==> src/rtl/lpc_pkg.sv <==
// lpc_pkg
// Shared definitions for the LPC frame scheduler slice.
//   state_t  : scheduler states IDLE / RUN / DRAIN
//   ADDR_A0  : shadow write address of coefficient A0 (A0..A10 follow)
//   ADDR_VP  : shadow write address of the {voiced, pulserate} word
//   NCOEF    : number of filter coefficients (ten-plus-one)
package lpc_pkg;

   typedef enum logic [1:0] {
      IDLE  = 2'd0,
      RUN   = 2'd1,
      DRAIN = 2'd2
   } state_t;

   localparam logic [3:0] ADDR_A0 = 4'd0;
   localparam logic [3:0] ADDR_VP = 4'd11;
   localparam int         NCOEF   = 11;

endpackage

==> src/rtl/lpc_param_bank.sv <==
// lpc_param_bank
// Shadow and active LPC parameter sets. The host fills the shadow set word
// by word and marks it complete with commit; swap copies it into the active
// set and frees the shadow for the next frame.
// Ports:
//   clk, rst_n          : clock, asynchronous active-low reset
//   wr_en/wr_addr/wr_data: shadow write port (0-10 coefs, 11 voiced+rate)
//   commit              : marks the shadow set complete
//   swap                : copy shadow to active and clear shadow_full
//   coef                : active A0..A10, A0 in the LSBs
//   voiced, pulserate   : active voiced flag and zero-extended pulse rate
//   shadow_full         : shadow set is complete and waiting for a swap
module lpc_param_bank
   import lpc_pkg::*;
#(
   parameter int COEF_W = 16
) (
   input  logic                    clk,
   input  logic                    rst_n,
   input  logic                    wr_en,
   input  logic [3:0]              wr_addr,
   input  logic [15:0]             wr_data,
   input  logic                    commit,
   input  logic                    swap,
   output logic [NCOEF*COEF_W-1:0] coef,
   output logic                    voiced,
   output logic [15:0]             pulserate,
   output logic                    shadow_full
);

   logic [COEF_W-1:0] shadow_coef [NCOEF];
   logic [COEF_W-1:0] active_coef [NCOEF];
   logic              shadow_voiced;
   logic [14:0]       shadow_rate;
   logic              active_voiced;
   logic [14:0]       active_rate;
   logic              wr_ok;
   logic signed [15:0] wr_data_s;
   logic [COEF_W-1:0] wr_coef;

   // Writes are only taken while the shadow is still open; once committed
   // the set is frozen until the scheduler swaps it out.
   assign wr_ok     = wr_en && !shadow_full;
   assign wr_data_s = wr_data;
   assign wr_coef   = COEF_W'(wr_data_s);

   // Shadow register file and the full flag. A swap and a commit can never
   // coincide because one needs the flag set and the other needs it clear.
   always_ff @(posedge clk or negedge rst_n) begin
      if (!rst_n) begin
         for (int i = 0; i < NCOEF; i++) shadow_coef[i] <= '0;
         shadow_voiced <= 1'b0;
         shadow_rate   <= '0;
         shadow_full   <= 1'b0;
      end else begin
         if (wr_ok) begin
            if (wr_addr == ADDR_VP) begin
               shadow_voiced <= wr_data[15];
               shadow_rate   <= wr_data[14:0];
            end else if (wr_addr < ADDR_VP) begin
               shadow_coef[wr_addr - ADDR_A0] <= wr_coef;
            end
         end
         if (swap) begin
            shadow_full <= 1'b0;
         end else if (commit && !shadow_full) begin
            shadow_full <= 1'b1;
         end
      end
   end

   // Active set only ever changes on a swap, so the decoder sees stable
   // parameters for the whole frame and through the stop tail.
   always_ff @(posedge clk or negedge rst_n) begin
      if (!rst_n) begin
         for (int i = 0; i < NCOEF; i++) active_coef[i] <= '0;
         active_voiced <= 1'b0;
         active_rate   <= '0;
      end else if (swap) begin
         for (int i = 0; i < NCOEF; i++) active_coef[i] <= shadow_coef[i];
         active_voiced <= shadow_voiced;
         active_rate   <= shadow_rate;
      end
   end

   // Flatten the active coefficients onto the output bus, A0 lowest.
   always_comb begin
      coef = '0;
      for (int i = 0; i < NCOEF; i++) coef[i*COEF_W +: COEF_W] = active_coef[i];
   end

   assign voiced    = active_voiced;
   assign pulserate = {1'b0, active_rate};

endmodule

==> src/rtl/lpc_frame_sched.sv <==
// lpc_frame_sched
// Frame scheduler for the LPC decoder: sequences start/stop, counts decoded
// samples per frame, and swaps the shadow parameter set in at frame starts
// and frame boundaries.
// Ports:
//   clk, rst_n          : clock, asynchronous active-low reset
//   enable              : permits starting and continuing frames
//   frame_len           : samples per frame (0 acts as 1), sampled at swaps
//   sample_tick         : one pulse per decoded sample
//   wr_en/wr_addr/wr_data/commit : shadow loader interface
//   wr_ready            : shadow set open for writes
//   coef/voiced/pulserate : active parameter set to the decoder
//   start, stop         : one-cycle decoder control pulses
//   frame_done          : one-cycle pulse at each frame end
//   underrun            : frame ended while enabled with no shadow ready
//   busy                : high in RUN or DRAIN
module lpc_frame_sched
   import lpc_pkg::*;
#(
   parameter int COEF_W = 16,
   parameter int LEN_W  = 16
) (
   input  logic                    clk,
   input  logic                    rst_n,
   input  logic                    enable,
   input  logic [LEN_W-1:0]        frame_len,
   input  logic                    sample_tick,
   input  logic                    wr_en,
   input  logic [3:0]              wr_addr,
   input  logic [15:0]             wr_data,
   input  logic                    commit,
   output logic                    wr_ready,
   output logic [NCOEF*COEF_W-1:0] coef,
   output logic                    voiced,
   output logic [15:0]             pulserate,
   output logic                    start,
   output logic                    stop,
   output logic                    frame_done,
   output logic                    underrun,
   output logic                    busy
);

   state_t           state, state_next;
   logic [LEN_W-1:0] cnt, cnt_next;
   logic [LEN_W-1:0] len_q, len_next;
   logic [LEN_W-1:0] len_eff;
   logic             at_last;
   logic             swap;
   logic             shadow_full;
   logic             start_next, stop_next, done_next, underrun_next;

   lpc_param_bank #(.COEF_W(COEF_W)) u_bank (
      .clk         (clk),
      .rst_n       (rst_n),
      .wr_en       (wr_en),
      .wr_addr     (wr_addr),
      .wr_data     (wr_data),
      .commit      (commit),
      .swap        (swap),
      .coef        (coef),
      .voiced      (voiced),
      .pulserate   (pulserate),
      .shadow_full (shadow_full)
   );

   // A zero length would never reach its last sample, so it runs as one.
   assign len_eff  = (frame_len == '0) ? LEN_W'(1) : frame_len;
   assign at_last  = (cnt == len_q - LEN_W'(1));
   assign busy     = (state != IDLE);
   assign wr_ready = !shadow_full;

   // State, counter, latched length and the registered control pulses.
   always_ff @(posedge clk or negedge rst_n) begin
      if (!rst_n) begin
         state      <= IDLE;
         cnt        <= '0;
         len_q      <= '0;
         start      <= 1'b0;
         stop       <= 1'b0;
         frame_done <= 1'b0;
         underrun   <= 1'b0;
      end else begin
         state      <= state_next;
         cnt        <= cnt_next;
         len_q      <= len_next;
         start      <= start_next;
         stop       <= stop_next;
         frame_done <= done_next;
         underrun   <= underrun_next;
      end
   end

   // Next-state logic. The same counter counts samples in RUN and clock
   // cycles of the stop tail in DRAIN; it is cleared on every transition.
   // A frame boundary with a ready shadow swaps and keeps running without
   // a new start pulse; otherwise the decoder is stopped and drained.
   always_comb begin
      state_next    = state;
      cnt_next      = cnt;
      len_next      = len_q;
      swap          = 1'b0;
      start_next    = 1'b0;
      stop_next     = 1'b0;
      done_next     = 1'b0;
      underrun_next = 1'b0;
      case (state)
         IDLE: begin
            if (enable && shadow_full) begin
               swap       = 1'b1;
               len_next   = len_eff;
               cnt_next   = '0;
               start_next = 1'b1;
               state_next = RUN;
            end
         end
         RUN: begin
            if (sample_tick) begin
               if (at_last) begin
                  done_next = 1'b1;
                  cnt_next  = '0;
                  if (enable && shadow_full) begin
                     swap     = 1'b1;
                     len_next = len_eff;
                  end else begin
                     stop_next     = 1'b1;
                     underrun_next = enable;
                     state_next    = DRAIN;
                  end
               end else begin
                  cnt_next = cnt + LEN_W'(1);
               end
            end
         end
         DRAIN: begin
            if (at_last) begin
               cnt_next   = '0;
               state_next = IDLE;
            end else begin
               cnt_next = cnt + LEN_W'(1);
            end
         end
         default: begin
            cnt_next   = '0;
            state_next = IDLE;
         end
      endcase
   end

endmodule

==> config.mk <==
export PLATFORM = sky130hd
export DESIGN_NAME = lpc_frame_sched
export DESIGN_NICKNAME = d
export VERILOG_FILES = /design/src/rtl/lpc_pkg.sv /design/src/rtl/lpc_param_bank.sv /design/src/rtl/lpc_frame_sched.sv
export SDC_FILE = /design/constraint.sdc
export NUM_CORES = 1
export LEC_CHECK = 0
export BUFFER_PORTS_ARGS = -buffer_cell sky130_fd_sc_hd__buf_4
export CAP_MARGIN = 20
export CORE_MARGIN = 3
export CORE_UTILIZATION = 62
export CTS_CLUSTER_DIAMETER = 30
export DETAILED_ROUTE_END_ITERATION = 8
export PLACE_DENSITY = 0.85
export SLEW_MARGIN = 10
export SYNTH_ARGS = -nofsm -noshare
export SYNTH_HDL_FRONTEND = slang
export SYNTH_SLANG_ARGS = --single-unit
==> constraint.sdc <==
create_clock -name clk -period 6.5 [get_ports clk]
set_input_delay 0.975 -clock clk [delete_from_list [all_inputs] [get_ports clk]]
set_output_delay 0.975 -clock clk [all_outputs]
set_load 0.05 [all_outputs]
==> results_dict.tcl <==
set metrics [dict create \
    drv.max_cap_violation_count 0 \
    first_global_vias 11278 \
    slew_violations 0 \
    drt_pass1_iterations 5 \
    post_synth_top_flop "dfrtp_1" \
    synth_top_cell_by_area "dfrtp_1" \
    clkSlewWorstSetupHoldPaths_ns 0.05 \
    layout.area.seq_um2 10600 \
    yosys-top-cells-area "dfrtp_1 61%, mux2_2 15%, mux2_4 13%" \
    synthesis.instances 1113 \
    yosys.cell_count.top_type "dfrtp_1" \
    status "completed" \
    critical_path_class "reg2reg" \
    layout.filler_cells 1527 \
    design_area_um2 21700 \
    grt_remaining_overflow 0 \
    clock_insertion_delay_worst_skew_ns 0.56 \
    io_buffers 239 \
    hpwlAfterDp_um 26100 \
    synth_fp_nets 1160 \
    finalWirelength_um 42700 \
    remaining_drc_errors 0 \
    power.share.clock_pct 27.1 \
    post_place_instance_area_um2 19400 \
    synth_sequential_area_ratio_pct 60.7 \
    clk_path_buf_depth 3 \
    antenna-diode-count 0 \
    fp.coreArea_um2 27300 \
    crit_fanout 107 \
    layout.nets 1416 \
    p_sw_w 0.00501 \
    synth-seq-cells 423 \
    tightestPinTransition_ns 1.00 \
    tritoncts_clock_tree "built" \
    leakagePower_nw 11.1 \
    hold_path_class "in2async" \
    cts-buffers-inserted 70 \
    arrival_ns 4.23 \
    fin_skew_ns 0.0338 \
    hold_ws_ns 0.478 \
    worst_setup_ep_type "flip-flop" \
    fin_crit_ns 3.81 \
    die_x_um 174 \
    internal-power_w 0.00801 \
    power_per_cell_area_nw_per_um2 599 \
    i_o_pin_count 241 \
    synth_cell_types 54 \
    leading_post_synthesis_cells_by_instance_count "423 x dfrtp_1, 230 x mux2_2, 154 x mux2_4" \
    layout-area-overhead-vs-synth_pct 24.6 \
    cts_sinks 423 \
    std_cell_rows 60 \
    post-synth-top-area-fraction_pct 60.7 \
    switching_part_of_the_total_power_pct 38.5 \
    preCtsSetupSlack_ns 2.80 \
    drive_above_1_share_pct 52.9 \
    initial_core_util_pct 63.8 \
    synth_enable_flop_cells 0 \
    initialDrtViolationCount 686 \
    async_reset_ff_share_pct 100 \
    clock.fmax_ghz 0.263 \
    dr_total_vias 10390 \
    gpl.final_weighted_congestion 0.867 \
    clockRootBuffer "clkbuf_16" \
    grt_pass1_wl_um 66900 \
    cp_data_required_time_ns 6.92 \
    drt-wirelength-per-cell_um 23.8 \
    post_route_setup_slack_ns 2.69 \
    share_comb_of_total_power_pct 38.9 \
    postRouteAntennaNets 0 \
    share_seq_of_total_power_pct 34.0 \
    report.final.hold_viol_count 0 \
    cts_post_setup_buffers_inserted 0 \
    rsz_0062_raised_after_global_routing "false" \
    finalSetupViolations 0 \
    fin_total_pwr_w 0.0130 \
    ir_worst_vdd_v 0.000320 \
    slew_headroom_pct 33.3 \
    synthesis.area_per_instance_um2 15.7 \
    h-tree-depth 3 \
    post_cts_resize_count 0 \
    grt_antenna_before_repair 4 \
    yosys_warnings 0 \
    start_kind "flip-flop" \
    route.detailed.vias_per_inst 5.79 \
    final.period_utilization_pct 58.6 \
    area_used_by_multi_input_combinational_logic_um2 6430 \
    dieHeight_um 174 \
    design.die.area_um2 30200 \
    grt_usage_pct 28.7 \
    grt_start_max_net_pins 158 \
    final_total_negative_setup_slack_ns 0 \
    post_synth_instance_area_um2 17400 \
    ctsHoldBuffers 0 \
]
-- worst max-delay path: stages, from the launching register on --
cell	delay, ns
dfrtp_1	0.41
or4_1	0.66
nor3_1	0.45
o2111ai_1	0.39
nand2b_1	0.24
nor4_4	0.08
o21ai_4	0.33
buf_12	0.55
mux2_1	0.39
-- layout make-up --
| cell class | count | share of cell area [%] |
|---|---|---|
| clock buffer | 91 | 8.99 |
| clock inverter | 33 | 1.55 |
| inverter | 11 | 0.190 |
| multi-input combinational | 617 | 29.6 |
| sequential | 423 | 48.7 |
| tap | 372 | 2.14 |
| timing repair buffer | 246 | 8.77 |
-- kinds of logic (layout without fill, tap and decap cells) --
group | after synthesis | in the layout | share of synthesized area (%)
multiplexers | 400 | 400 | 29.2
other | 1 | 1 | 0.0215
buffers and inverters | 73 | 381 | 2.43
XOR/XNOR | 22 | 22 | 1.11
AO/OA/AOI/OAI | 65 | 65 | 2.43
AND/OR/NAND/NOR | 124 | 124 | 3.78
flip-flops | 423 | 423 | 60.7
adder cells (fa/ha/maj) | 5 | 5 | 0.359
-- power by group through the flow --
stage / sequential (W) / clock (W) / combinational (W)
after global routing: 0.00454 / 0.00373 / 0.00529
final: 0.00442 / 0.00353 / 0.00506
after global placement: 0.00434 / 0 / 0.00492
after floorplan: 0.00592 / 0 / 0.00203
after CTS: 0.00441 / 0.00359 / 0.00509
after detailed placement: 0.00440 / 0 / 0.00503
-- layout by cell type (no fill, tap or decap), types with 5 or more instances in the layout --
cell,instances
clkinv_4,7
mux2_4,154
nor3_1,8
inv_1,11
o21ai_0,25
a31oi_1,6
mux2_1,15
xnor2_1,12
and3_1,9
nand3b_1,5
clkinv_2,11
clkbuf_8,10
clkinvlp_4,6
clkbuf_1,10
buf_4,241
o31ai_1,6
a21oi_1,6
mux2_2,230
nor2_1,23
nand2_1,34
xor2_1,10
nand3_1,7
dfrtp_1,423
ha_1,5
clkbuf_16,71
nand2b_1,6
nor4_1,8
-- worst paths after layout --
kind,cells past startpoint,endpoint,from,slack [ns]
worst max-delay path,8,u_bank.coef[97],len_q[1],2.69
worst min-delay path,1,u_bank.shadow_coef[169],rst_n,0.48
max in group asynchronous,2,u_bank.coef[175],rst_n,4.56
min in group clk,1,u_bank.coef[99],u_bank.shadow_coef[67],0.48
worst min register to register,1,u_bank.coef[99],u_bank.shadow_coef[67],0.48
worst max register to register,8,u_bank.coef[97],len_q[1],2.69
-- layer usage --
metal | part of all wire, % | global-route usage, % | vias to the layer above
li1 | - | - | 4480
met1 | 41 | 37.2 | 5442
met2 | 48 | 45.6 | 384
met3 | 7.6 | 8.52 | 82
met4 | 3.3 | 11.9 | 2
met5 | 0.023 | 0 | -
-- through the flow --
step	instances	util, %
2_1_floorplan	1113	-
3_3_place_gp	1669	71.1
3_5_place_dp	1669	71.1
4_1_cts	1793	79.5
5_1_grt	1793	79.5
6_report	1793	79.5
-- registers in the layout, indices dropped and copies added, names as in the netlist --
name / flops
underrun: 1
u_bank.voiced: 1
len_q: 16
u_bank.shadow_full: 1
u_bank.active_rate: 15
u_bank.coef: 176
cnt: 16
state: 2
u_bank.shadow_coef: 176
start: 1
stop: 1
u_bank.shadow_rate: 15
u_bank.shadow_voiced: 1
frame_done: 1
Note: power is estimated with default switching activity, not from simulation.
